File: src/rtl/bcd_decrementor.sv
// Loadable NDIGITS-digit packed-BCD down-counter with zero, borrow and load-error flags.
// Optional build macro: BCD_DECR_SATURATE_EN (decrement at zero holds at 0 instead of wrapping).
module bcd_decrementor #(
  parameter int unsigned NDIGITS = 4
) (
  input  logic                 clk,
  input  logic                 reset,
  input  logic                 load,
  input  logic [4*NDIGITS-1:0] load_data,
  input  logic                 decr,
  output logic [4*NDIGITS-1:0] data,
  output logic                 zero,
  output logic                 borrow,
  output logic                 load_err
);

  localparam int unsigned W = 4 * NDIGITS;

  logic [W-1:0] r_data;
  logic         r_zero;
  logic         r_borrow;
  logic         r_load_err;

  logic         w_load_ok;
  logic         w_is_zero;
  logic         w_ripple;
  logic [W-1:0] w_dec_data;
  logic [W-1:0] w_next_data;
  logic         w_next_borrow;
  logic         w_next_load_err;

  // Reject any load word carrying a digit above 9.
  always_comb begin
    w_load_ok = 1'b1;
    for (int i = 0; i < NDIGITS; i++) begin
      if (load_data[4*i +: 4] > 4'd9) begin
        w_load_ok = 1'b0;
      end
    end
  end

  assign w_is_zero = (r_data == '0);

  // Single-cycle BCD decrement: trailing zero digits become 9 until the first non-zero digit.
  always_comb begin
    w_dec_data = r_data;
    w_ripple   = 1'b1;
    for (int i = 0; i < NDIGITS; i++) begin
      if (w_ripple) begin
        if (r_data[4*i +: 4] == 4'd0) begin
          w_dec_data[4*i +: 4] = 4'd9;
        end else begin
          w_dec_data[4*i +: 4] = r_data[4*i +: 4] - 4'd1;
          w_ripple             = 1'b0;
        end
      end
    end
  end

  // Next-state selection: load wins over decr; an all-zero decrement naturally wraps to all nines.
  always_comb begin
    w_next_data     = r_data;
    w_next_borrow   = 1'b0;
    w_next_load_err = 1'b0;
    if (load) begin
      if (w_load_ok) begin
        w_next_data = load_data;
      end else begin
        w_next_load_err = 1'b1;
      end
    end else if (decr) begin
      if (w_is_zero) begin
        w_next_borrow = 1'b1;
`ifdef BCD_DECR_SATURATE_EN
        w_next_data   = '0;
`else
        w_next_data   = w_dec_data;
`endif
      end else begin
        w_next_data = w_dec_data;
      end
    end
  end

  always_ff @(posedge clk) begin
    if (reset) begin
      r_data     <= '0;
      r_zero     <= 1'b1;
      r_borrow   <= 1'b0;
      r_load_err <= 1'b0;
    end else begin
      r_data     <= w_next_data;
      r_zero     <= (w_next_data == '0);
      r_borrow   <= w_next_borrow;
      r_load_err <= w_next_load_err;
    end
  end

  assign data     = r_data;
  assign zero     = r_zero;
  assign borrow   = r_borrow;
  assign load_err = r_load_err;

endmodule

File: config.mk
export PLATFORM = sky130hd
export DESIGN_NAME = bcd_decrementor
export DESIGN_NICKNAME = d
export VERILOG_FILES = /design/src/rtl/bcd_decrementor.sv
export SDC_FILE = /design/constraint.sdc
export NUM_CORES = 1
export LEC_CHECK = 0
export CELL_PAD_IN_SITES_DETAIL_PLACEMENT = 1
export CELL_PAD_IN_SITES_GLOBAL_PLACEMENT = 1
export CORE_AREA = 10 10 70 72
export CTS_CLUSTER_SIZE = 28
export DETAILED_ROUTE_END_ITERATION = 10
export DIE_AREA = 0 0 80 82
export PLACE_DENSITY = 0.93
export SLEW_MARGIN = 0
export SYNTH_ARGS = -nofsm -noshare
export SYNTH_HDL_FRONTEND = slang
export SYNTH_SLANG_ARGS = --single-unit
export TNS_END_PERCENT = 100
File: constraint.sdc
create_clock -name clk -period 3.1 [get_ports clk]
set_input_delay 0.93 -clock clk [delete_from_list [all_inputs] [get_ports clk]]
set_output_delay 0.93 -clock clk [all_outputs]
set_load 0.05 [all_outputs]
==> results of run 1 <==
logic make-up (layout without fill, tap and decap cells):
group / after synthesis / in the layout / share of synthesized area (%)
and+or+nand+nor: 79 / 79 / 38.7
AOI/OAI and AO/OA: 43 / 43 / 24.8
DFF: 19 / 19 / 33.0
buffers and inverters: 9 / 63 / 3.48
flip-flops by register name, summed over array words and instances (netlist names):
| signal | cells |
|---|---|
| load_err | 1 |
| data | 16 |
| zero | 1 |
| borrow | 1 |
stage by stage:
step | power (uW) | instances
after floorplan | 459 | 150
after global placement | 572 | 248
after detailed placement | 580 | 248
after CTS | 713 | 252
after global routing | 748 | 252
final | 712 | 252
report_power, final:
| part | switching (uW) | leakage (uW) | total (uW) | internal, uW |
|---|---|---|---|---|
| logic | 168 | 0.000494 | 288 | 120 |
| clock network | 83.1 | 0.0000150 | 134 | 50.5 |
| registers | 28.0 | 0.000156 | 290 | 262 |
final cells by class:
type	count	area (um2)
fill	458	1850
multi-input combinational	122	731
sequential	19	380
clock buffer	4	26.3
tap	48	60.1
inverter	2	7.51
timing repair buffer	57	523
worst reg2reg max path: stages (launching register included):
cell	delay, ps
dfxtp_1	390
nor4_4	460
nand4_1	290
o21ai_1	220
nand2_1	70
a221oi_1	360
nor3b_2	270
a41o_1	180
per-layer routing:
layer	routed length, um	GRT usage, %	vias up
met3	351	5.13	8
li1	-	-	668
met5	0	0	-
met4	56	4.75	0
met1	1890	16.7	675
met2	2330	24.6	48
cell usage after synthesis, types with 2 or more instances:
master and count:
o21ai_0 5, a31oi_1 2, o21ai_1 8, a41o_1 2, buf_2 2, nor4_1 3, dfxtp_1 19, nand2_1 14
nand3_1 2, and2_1 2, a21oi_1 9, nand4_1 3, nor3_1 9, and3_1 3, o22ai_1 2, o221ai_1 2
clkbuf_1 3, nor3b_2 2, inv_1 2, nor2b_1 6, nor2_1 25, a221oi_1 2, o211ai_1 2
final timing paths:
kind / startpoint / to / slack [ps] / depth (start not counted)
max: load_data[13] / zero / 210 / 9
min: data[12] / borrow / 580 / 1
max reg2reg: data[3] / zero / 820 / 7
min reg2reg: data[12] / borrow / 580 / 1
==> results.yml, run 1 <==
status:
  status: "finished, final reports clean"
worst_setup_path:
  worstPathRequired_ps: 3370
  cp-end-kind: "flip-flop"
  path_cells: "clkdlybuf4s50_1 -> o21ai_1 -> nand4_1 -> buf_4 -> o211a_1 -> a211oi_2 -> o21ai_1 -> nor4_2 -> a41o_1"
  slowest_stage: "clkdlybuf4s50_1"
  path_buf_inv: 2
  worstPathArrival_ps: 3170
  crit_top_cell: "o21ai_1"
  cp-start-kind: "primary input"
  slowest_delay_ps: 440
  critical_path_class: "in -> reg"
  crit_family: "compound AO/OA/AOI/OAI gates"
  crit_fanout: 3
floorplanning:
  fp-row-count: 22
  start_util_pct: 32.2
  die_x_um: 80
  core_um2: 3580
  die_area_um2: 6560
  io_pins: 39
  dieHeight_um: 82
global_route:
  grt_usage_pct: 14.5
  grt_overflow: 0
  grt_pass1_wl_um: 7670
  antenna_found_initial: 0
  grt_pass1_vias: 1500
  grt_max_degree: 12
clock_network:
  cts_hold_buf: 0
  ctsHtreeMaxLevel: 1
  clock_sinks: 19
  postCtsSetupBuffers: 0
  cts_max_path_buffers: 2
  path_clk_slew_ps: 110
  cts_made_buffers: 3
  post_cts_resized: 0
  clk_latency_ps: 320
  cts_tree: "done"
  root_buffer: "clkbuf_4"
yosys:
  syn_area_um2: 1150
  synth_seq_cells: 19
  syn-num-nets: 170
  synthTopCellsByArea: "dfxtp_1 33%, nor2_1 8.2%, nand2_1 4.6%"
  synth_seq_area_share_pct: 33.0
  postSynthCellCount: 150
  synthArstFlopShare_pct: 0
  postSynthAreaPerCell_um2: 7.67
  synth_top_area_share_pct: 33.0
  yosysTopAreaCell: "dfxtp_1"
  ys_types: 44
  synth-edff-count: 0
  ys_warn_count: 0
  synth_ff_type: "dfxtp_1"
place:
  place_ws_ps: -84.9
  finalWeightedCongestion: 0.910
  io_buffer_count: 38
  postPlaceCellArea_um2: 1700
  dp_hpwl_um: 3680
route:
  ant_nets: 0
  post_drt_wl_per_cell_um: 18.4
  drc: 0
  routed_wl_um: 4630
  drt_iter0_markers: 90
  vias: 1399
  vias_per_cell: 5.55
  first_pass_iters: 4
final_layout:
  design_area_um2: 1730
  final_util_pct: 48.3
  final_cell_mix: "38 x clkdlybuf4s50_1, 25 x nor2_1, 19 x dfxtp_1, 19 x buf_4, 14 x nand2_1"
  nets: 225
  antennaDiodeCount: 0
  final_common_cell: "clkdlybuf4s50_1"
  drive_above_1_share_pct: 15.7
  layout-area-overhead-vs-synth_pct: 50.1
sta:
  hold_violations: 0
  timing.hold.ws_ps: 583
  timing.max_slew.rel_slack_pct: 65.8
  worstMarginPinSlew_ps: 512
  finClkSkew_ps: 3.05
  max_freq_mhz: 345
  setup-tns-final_ps: 0
  fin_crit_ps: 2890
  fin_ws_ps: 205
  finalSetupViolCount: 0
  slew_viol_final: 0
  period_share_pct: 93.4
  rsz0062_at_grt: "false"
worst_hold_path:
  holdCritPathClass: "reg -> reg"
flow_run:
  drv_cap: 0
power_and_ir_drop:
  leakage_uw: 0.000666
  peakVddDrop_uv: 285
  p_per_area_nw_per_um2: 412
Power figures use the tool's default switching activity.
==> run 2: changes to the inputs <==
CTS_CLUSTER_DIAMETER = 80   (was unset)
==> results of run 2 <==
Same layout as run 1: the final DEF is identical, and so are final timing and power.
==> run 3: changes to the inputs <==
CTS_CLUSTER_DIAMETER = 40   (was 80)
==> results of run 3 <==
Same layout as run 1: the final DEF is identical, and so are final timing and power.
